File: config.mk
export PLATFORM = sky130hd
export DESIGN_NAME = usb_rx_frame_ctrl_flat
export DESIGN_NICKNAME = d
export VERILOG_FILES = /design/src/rtl/usb_rx_frame_ctrl_pkg.sv /design/src/rtl/usb_rx_frame_ctrl_if.sv /design/src/rtl/usb_rx_frame_ctrl_gap_timer.sv /design/src/rtl/usb_rx_frame_ctrl.sv /design/src/flat_wrapper.sv
export SDC_FILE = /design/constraint.sdc
export NUM_CORES = 1
export LEC_CHECK = 0
export CAP_MARGIN = 20
export CORE_MARGIN = 5
export CORE_UTILIZATION = 48
export CTS_BUF_LIST = sky130_fd_sc_hd__clkbuf_8
export CTS_CLUSTER_DIAMETER = 60
export DETAILED_ROUTE_END_ITERATION = 10
export GPL_ROUTABILITY_DRIVEN = 0
export MAX_ROUTING_LAYER = met4
export PLACE_DENSITY = 0.82
export SKIP_LAST_GASP = 1
export SYNTH_ARGS = -nofsm -noshare
export SYNTH_HDL_FRONTEND = slang
export SYNTH_SLANG_ARGS = --single-unit
File: constraint.sdc
create_clock -name clk -period 2.57 [get_ports clk]
set_input_delay 0.514 -clock clk [delete_from_list [all_inputs] [get_ports clk]]
set_output_delay 0.514 -clock clk [all_outputs]
set_load 0.02 [all_outputs]
File: src/rtl/usb_rx_frame_ctrl_pkg.sv
// Shared types for the USB receive frame controller.
// Holds FSM states, error causes and the PID width.
package usb_rx_pkg;

    localparam int PID_W = 4;

    typedef enum logic [2:0] {
        IDLE  = 3'd0,
        PID   = 3'd1,
        DATA  = 3'd2,
        DRAIN = 3'd3,
        DONE  = 3'd4
    } state_t;

    typedef enum logic [2:0] {
        ERR_NONE    = 3'd0,
        ERR_PID     = 3'd1,
        ERR_RXERR   = 3'd2,
        ERR_OVF     = 3'd3,
        ERR_TIMEOUT = 3'd4,
        ERR_SHORT   = 3'd5
    } err_t;

    // Upper nibble of a PID byte must be the complement of the lower.
    function automatic logic pid_ok(input logic [7:0] b);
        return b[7:4] == ~b[3:0];
    endfunction

endpackage

File: src/rtl/usb_rx_frame_ctrl_if.sv
// UTMI receive side plus framed payload outputs.
// slave = frame controller, master = UTMI source / consumer.
interface usb_rx_frame_ctrl_if #(
    parameter int DATA_W    = 8,
    parameter int MAX_BYTES = 1026
);
    import usb_rx_pkg::*;

    localparam int BE_W  = DATA_W / 8;
    localparam int CNT_W = $clog2(MAX_BYTES + 1);

    logic              rx_active;
    logic              rx_valid;
    logic              rx_valid_h;
    logic              rx_error;
    logic [DATA_W-1:0] rx_data;

    logic [PID_W-1:0]  pid;
    logic              pid_valid;
    logic [DATA_W-1:0] data_out;
    logic              data_out_valid;
    logic [BE_W-1:0]   data_out_be;
    logic [CNT_W-1:0]  byte_count;
    logic              frame_complete;
    logic              error_flag;
    logic [2:0]        error_code;

    modport slave (
        input  rx_active, rx_valid, rx_valid_h, rx_error, rx_data,
        output pid, pid_valid, data_out, data_out_valid, data_out_be,
        output byte_count, frame_complete, error_flag, error_code
    );

    modport master (
        output rx_active, rx_valid, rx_valid_h, rx_error, rx_data,
        input  pid, pid_valid, data_out, data_out_valid, data_out_be,
        input  byte_count, frame_complete, error_flag, error_code
    );

endinterface

File: src/rtl/usb_rx_frame_ctrl_gap_timer.sv
// Counts consecutive idle cycles inside a frame payload.
// expired fires on the GAP_TIMEOUT-th consecutive counted cycle.
module usb_rx_gap_timer #(
    parameter int GAP_TIMEOUT = 16
) (
    input  logic clk,
    input  logic nRST,
    input  logic clear,
    input  logic count,
    output logic expired
);
    localparam int W = $clog2(GAP_TIMEOUT + 1);

    logic [W-1:0] cnt_q;

    assign expired = count && (cnt_q == W'(GAP_TIMEOUT - 1));

    always_ff @(posedge clk or negedge nRST) begin
        if (!nRST) begin
            cnt_q <= '0;
        end else if (clear) begin
            cnt_q <= '0;
        end else if (count && !expired) begin
            cnt_q <= cnt_q + W'(1);
        end
    end

endmodule

File: src/rtl/usb_rx_frame_ctrl.sv
// UTMI receive framer: PID check, payload forwarding, error capture.
// All outputs come straight from flops.
module usb_rx_frame_ctrl
    import usb_rx_pkg::*;
#(
    parameter int DATA_W      = 8,
    parameter int MAX_BYTES   = 1026,
    parameter int GAP_TIMEOUT = 16
) (
    input logic                clk,
    input logic                nRST,
    usb_rx_frame_ctrl_if.slave bus
);
    localparam int BE_W  = DATA_W / 8;
    localparam int CNT_W = $clog2(MAX_BYTES + 1);

    state_t            state_q, state_d;
    err_t              err_q, err_d;
    logic              act_q;
    logic [PID_W-1:0]  pid_q, pid_d;
    logic              pv_q, pv_d;
    logic [DATA_W-1:0] dout_q, dout_d;
    logic              dv_q, dv_d;
    logic [BE_W-1:0]   be_q, be_d;
    logic [BE_W-1:0]   beat_be, pid_be;
    logic [CNT_W-1:0]  cnt_q, cnt_d;
    logic              done_q, done_d;
    logic              flag_q;
    logic              hi;
    logic [CNT_W:0]    cnt_sum;
    logic              ovf;
    logic              gap_clear, gap_count, gap_expired;

    assign hi = (DATA_W == 16) && bus.rx_valid_h;

    always_comb begin
        beat_be         = '0;
        pid_be          = '0;
        beat_be[BE_W-1] = hi;
        pid_be[BE_W-1]  = hi;
        beat_be[0]      = 1'b1;
    end

    assign cnt_sum = {1'b0, cnt_q}
                   + (hi ? (CNT_W+1)'(2) : (CNT_W+1)'(1));
    assign ovf     = cnt_sum > (CNT_W+1)'(MAX_BYTES);

    assign gap_clear = (state_q != DATA) || bus.rx_valid;
    assign gap_count = (state_q == DATA) && bus.rx_active
                     && !bus.rx_valid;

    usb_rx_gap_timer #(
        .GAP_TIMEOUT(GAP_TIMEOUT)
    ) u_gap (
        .clk    (clk),
        .nRST   (nRST),
        .clear  (gap_clear),
        .count  (gap_count),
        .expired(gap_expired)
    );

    always_comb begin
        state_d = state_q;
        err_d   = err_q;
        pid_d   = pid_q;
        pv_d    = 1'b0;
        dout_d  = dout_q;
        dv_d    = 1'b0;
        be_d    = '0;
        cnt_d   = cnt_q;
        unique case (state_q)
            IDLE: begin
                if (bus.rx_active && !act_q) begin
                    state_d = PID;
                    cnt_d   = '0;
                    err_d   = ERR_NONE;
                end
            end
            PID: begin
                if (!bus.rx_active) begin
                    err_d   = ERR_SHORT;
                    state_d = DONE;
                end else if (bus.rx_error) begin
                    err_d   = ERR_RXERR;
                    state_d = DRAIN;
                end else if (bus.rx_valid) begin
                    if (pid_ok(bus.rx_data[7:0])) begin
                        pid_d   = bus.rx_data[3:0];
                        pv_d    = 1'b1;
                        state_d = DATA;
                        // 16-bit PID beat may carry the first payload byte
                        if (hi) begin
                            dout_d = bus.rx_data;
                            dv_d   = 1'b1;
                            be_d   = pid_be;
                            cnt_d  = cnt_q + CNT_W'(1);
                        end
                    end else begin
                        err_d   = ERR_PID;
                        state_d = DRAIN;
                    end
                end
            end
            DATA: begin
                if (bus.rx_error) begin
                    err_d   = ERR_RXERR;
                    state_d = DRAIN;
                end else if (bus.rx_valid && ovf) begin
                    err_d   = ERR_OVF;
                    state_d = DRAIN;
                end else if (gap_expired) begin
                    err_d   = ERR_TIMEOUT;
                    state_d = DRAIN;
                end else if (!bus.rx_active) begin
                    state_d = DONE;
                end else if (bus.rx_valid) begin
                    dout_d = bus.rx_data;
                    dv_d   = 1'b1;
                    be_d   = beat_be;
                    cnt_d  = cnt_sum[CNT_W-1:0];
                end
            end
            DRAIN: begin
                if (!bus.rx_active) state_d = DONE;
            end
            DONE: begin
                state_d = IDLE;
            end
            default: begin
                state_d = IDLE;
            end
        endcase
        done_d = (state_d == DONE);
    end

    always_ff @(posedge clk or negedge nRST) begin
        if (!nRST) begin
            state_q <= IDLE;
            err_q   <= ERR_NONE;
            act_q   <= 1'b1;
            pid_q   <= '0;
            pv_q    <= 1'b0;
            dout_q  <= '0;
            dv_q    <= 1'b0;
            be_q    <= '0;
            cnt_q   <= '0;
            done_q  <= 1'b0;
            flag_q  <= 1'b0;
        end else begin
            state_q <= state_d;
            err_q   <= err_d;
            act_q   <= bus.rx_active;
            pid_q   <= pid_d;
            pv_q    <= pv_d;
            dout_q  <= dout_d;
            dv_q    <= dv_d;
            be_q    <= be_d;
            cnt_q   <= cnt_d;
            done_q  <= done_d;
            flag_q  <= (err_d != ERR_NONE);
        end
    end

    assign bus.pid            = pid_q;
    assign bus.pid_valid      = pv_q;
    assign bus.data_out       = dout_q;
    assign bus.data_out_valid = dv_q;
    assign bus.data_out_be    = be_q;
    assign bus.byte_count     = cnt_q;
    assign bus.frame_complete = done_q;
    assign bus.error_flag     = flag_q;
    assign bus.error_code     = err_q;

endmodule

File: src/flat_wrapper.sv
// flat-port wrapper written by rule: the top's interface ports become plain ports
module usb_rx_frame_ctrl_flat import usb_rx_pkg::*;
#(
    parameter int DATA_W      = 8,
    parameter int MAX_BYTES   = 1026,
    parameter int GAP_TIMEOUT = 16
)
  (clk, nRST, bus_rx_active, bus_rx_valid, bus_rx_valid_h, bus_rx_error, bus_rx_data, bus_pid, bus_pid_valid, bus_data_out, bus_data_out_valid, bus_data_out_be, bus_byte_count, bus_frame_complete, bus_error_flag, bus_error_code);
  usb_rx_frame_ctrl_if #(.DATA_W(DATA_W), .MAX_BYTES(MAX_BYTES)) bus_i ();
  input logic clk;
  input logic nRST;
  input wire logic [$bits(bus_i.rx_active)-1:0] bus_rx_active;
  input wire logic [$bits(bus_i.rx_valid)-1:0] bus_rx_valid;
  input wire logic [$bits(bus_i.rx_valid_h)-1:0] bus_rx_valid_h;
  input wire logic [$bits(bus_i.rx_error)-1:0] bus_rx_error;
  input wire logic [$bits(bus_i.rx_data)-1:0] bus_rx_data;
  output wire logic [$bits(bus_i.pid)-1:0] bus_pid;
  output wire logic [$bits(bus_i.pid_valid)-1:0] bus_pid_valid;
  output wire logic [$bits(bus_i.data_out)-1:0] bus_data_out;
  output wire logic [$bits(bus_i.data_out_valid)-1:0] bus_data_out_valid;
  output wire logic [$bits(bus_i.data_out_be)-1:0] bus_data_out_be;
  output wire logic [$bits(bus_i.byte_count)-1:0] bus_byte_count;
  output wire logic [$bits(bus_i.frame_complete)-1:0] bus_frame_complete;
  output wire logic [$bits(bus_i.error_flag)-1:0] bus_error_flag;
  output wire logic [$bits(bus_i.error_code)-1:0] bus_error_code;
  assign bus_i.rx_active = bus_rx_active;
  assign bus_i.rx_valid = bus_rx_valid;
  assign bus_i.rx_valid_h = bus_rx_valid_h;
  assign bus_i.rx_error = bus_rx_error;
  assign bus_i.rx_data = bus_rx_data;
  assign bus_pid = bus_i.pid;
  assign bus_pid_valid = bus_i.pid_valid;
  assign bus_data_out = bus_i.data_out;
  assign bus_data_out_valid = bus_i.data_out_valid;
  assign bus_data_out_be = bus_i.data_out_be;
  assign bus_byte_count = bus_i.byte_count;
  assign bus_frame_complete = bus_i.frame_complete;
  assign bus_error_flag = bus_i.error_flag;
  assign bus_error_code = bus_i.error_code;
  usb_rx_frame_ctrl #(.DATA_W(DATA_W), .MAX_BYTES(MAX_BYTES), .GAP_TIMEOUT(GAP_TIMEOUT)) u_core (.clk(clk), .nRST(nRST), .bus(bus_i));
endmodule
==> summary.md <==
| Metric | Value |
|---|---|
| Status | `complete, no violations` |
| Setup Skew | `8.53 ps` |
| Gr ovfl total | `0` |
| Most frequent cells in the layout | `clkdlybuf4s50_1, dfrtp_1, nand2_1` |
| Share of cells above drive strength 1 | `24.2%` |
| Clk root buf | `clkbuf_8` |
| Detailed-router iteration count before antenna repair | `4` |
| VDD IR max | `0.511 mV` |
| DR vias/cell | `5.64` |
| Die area | `5950 um^2` |
| Area taken by multi-input logic gates | `1170 um^2` |
| Synth Area per Inst | `9.78 um^2` |
| Synth cell types | `61` |
| Final setup viols | `0` |
| First-pass GRT wire length | `9.09 mm` |
| Fraction of registers with async set or reset after synthesis | `100%` |
| Initial antenna violation count | `0` |
| Top cell type's share of synthesized area | `44.0%` |
| Main synth FF type | `dfrtp_1` |
| WS Path Type | `register to register` |
| Mapped Cells | `221` |
| Critical Path AT | `2680 ps` |
| Commonest non-fill, non-tap cell in the layout | `clkdlybuf4s50_1` |
| Total power | `2.40 mW` |
| Routed via count | `1923` |
| Die Wd | `77.1 um` |
| Crit-path max FO | `6` |
| CTS tree | `yes` |
| Sequential-to-total area share from yosys stat | `45.2%` |
| Leakage | `1.31 nW` |
| Max transition margin | `43.1%` |
| Worst-Margin Slew | `854 ps` |
| Ant. Diodes | `0` |
| Final Critical Period | `2510 ps` |
| Maximum root-to-sink buffer count | `2` |
| DIE HEIGHT | `77.1 um` |
| CTS sink count | `39` |
| Largest net degree at the start of global routing | `40` |
| Final Net Count | `306` |
| RSZ-0062 raised after global routing | `true` |
| Post-synth EDFFs | `0` |
| Initial core utilization | `49.7%` |
| Post-Place Worst Slack | `-102 ps` |
| Slowest CP cell | `dfrtp_2` |
| Worst Path Required | `2740 ps` |
| Pins over their slew limit | `0` |
| Dpl hpwl | `3.82 mm` |
| Mapped cell area | `2160 um^2` |
| Flops & latches, synth | `39` |
| Crit. End Element | `register` |
| 1st-iter DRT viols | `117` |
| H-tree levels | `2` |
| Port Buffer Count | `43` |
| # DRC | `0` |
| Routed wire length | `5.43 mm` |
| Seq. cell area | `981 um^2` |
| Total CTS buffers | `5` |
| Syn nets | `239` |
| Number of max-cap violations | `0` |
| CTS Hold Bufs | `0` |
| Drt wl/cell | `15.9 um` |
| Crit-path most repeated cell | `buf_4` |
| Placed cells | `329` |
| YS warnings | `0` |
| Cell taking the most area after synthesis | `dfrtp_1` |
| Power per cell area | `796 nW/um^2` |
| Reg clk slew, reported paths | `80 ps` |
| Worst-skew pair later-pin latency | `300 ps` |
| Final hold viol count | `0` |
| Area growth syn-to-layout | `39.6%` |
| Buf/Inv on CP | `2` |
| IO Pins | `45` |
| Core footprint | `4350 um^2` |
| GRT Total Usage | `19.1%` |
| Detail Route Antenna Nets | `0` |
| Max incr delay on CP | `430 ps` |
| Final core occ | `69.3%` |
| Row count | `24` |
| Hold WC Path Type | `primary input to async pin` |
| Top post-synthesis cells by area | `dfrtp_1, nand2_1, mux2_2, xor2_1, a21oi_1` |
| CP startpoint kind | `register` |
| Achievable Freq | `398 MHz` |
| Tcrit/Tclk final | `97.8%` |
| Worst path cell trace | `ha_4, and4_4, buf_4, nor4_4, a211oi_2, a2111oi_4, buf_4, nor2_4, a211o_1, or3_1` |
| Fill cells | `335` |
| Final setup margin | `57.2 ps` |
| Worst path top cell family by delay | `simple AND/OR/NAND/NOR gates` |
| Final Non-Filler Cells | `341` |
| Vias in the first global route | `1901` |
-- final timing paths --
kind	start	end	slack, ps	depth (start not counted)
worst max-delay path	u_core.bus.byte_count[1]	u_core.bus.error_flag	60	10
worst min-delay path	nRST	u_core.bus.byte_count[0]	320	1
worst max register to register	u_core.bus.byte_count[1]	u_core.bus.error_flag	60	10
worst min register to register	u_core.bus.pid[1]	u_core.bus.pid[1]	490	2
max in group asynchronous	nRST	u_core.bus.byte_count[2]	1680	1
min in group clk	u_core.bus.pid[1]	u_core.bus.pid[1]	490	2
-- state kept, by name, summed over array words and instances, names as in the netlist, 3 cells and up --
signal and count:
u_core.bus.byte_count 11, u_core.bus.data_out 8, u_core.bus.error_code 3, u_core.bus.pid 4
u_core.state_q 3, u_core.u_gap.cnt_q 5
-- report_power, final --
part / switching, mW / internal [mW] / total (mW)
clock: 0.232 / 0.294 / 0.526
combinational: 0.513 / 0.500 / 1.01
sequential: 0.111 / 0.754 / 0.865
-- logic make-up after synthesis --
family | count (synthesis) | synth area share (%)
AND/OR/NAND/NOR | 90 | 22.0
AO/OA/AOI/OAI | 48 | 16.6
flip-flops | 39 | 45.2
buffers and inverters | 19 | 4.05
multiplexers | 14 | 7.00
XOR/XNOR | 7 | 2.84
adder cells (fa/ha/maj) | 4 | 2.31
-- routing by layer --
metal | wire, um | global-route usage, %
met1 | 2370 | 24.6
met5 | 0 | -
met4 | 96 | 7.56
met3 | 302 | 4.33
met2 | 2660 | 29.2
-- cells in the mapped netlist (all sizes together), types with 2 or more instances --
library cell  count
a2111oi           2
a211oi            3
a21o              2
a21oi            10
and2              3
and3              3
and4              2
buf               4
clkbuf            8
dfrtp            38
ha                4
inv               7
mux2              9
mux2i             5
nand2            34
nand2b            4
nand3             3
nand4             3
nor2             12
nor2b             2
nor3             11
nor3b             2
nor4              2
o21a              2
o21ai             9
o311ai            3
o31a              3
o31ai             3
o41ai             2
or3               2
xor2              6
-- timing repair --
item	in CTS	in global routing
endpoints found under the setup margin	6	21
pin swaps	1	3
resized for setup	2	13
setup buffers	1	3
-- through the flow --
step | setup TNS [ps] | hold slack [ps] | cell area, um^2
finish | 0 | 318 | 3020
global route | -95.4 | 393 | 3020
CTS | -403 | 352 | 2940
detailed placement | -562 | 464 | 2810
global placement | -338 | 466 | 2810
floorplan | -47.0 | 218 | 2190
-- area by class of cell --
| class | instances | area share [%] |
|---|---|---|
| tap | 52 | 2.15 |
| clock buffer | 5 | 2.28 |
| timing repair buffer | 72 | 21.7 |
| clock inverter | 3 | 1.57 |
| sequential | 39 | 32.5 |
| multi-input combinational | 163 | 38.9 |
| inverter | 7 | 0.870 |
Note: power is estimated with default switching activity, not from simulation.
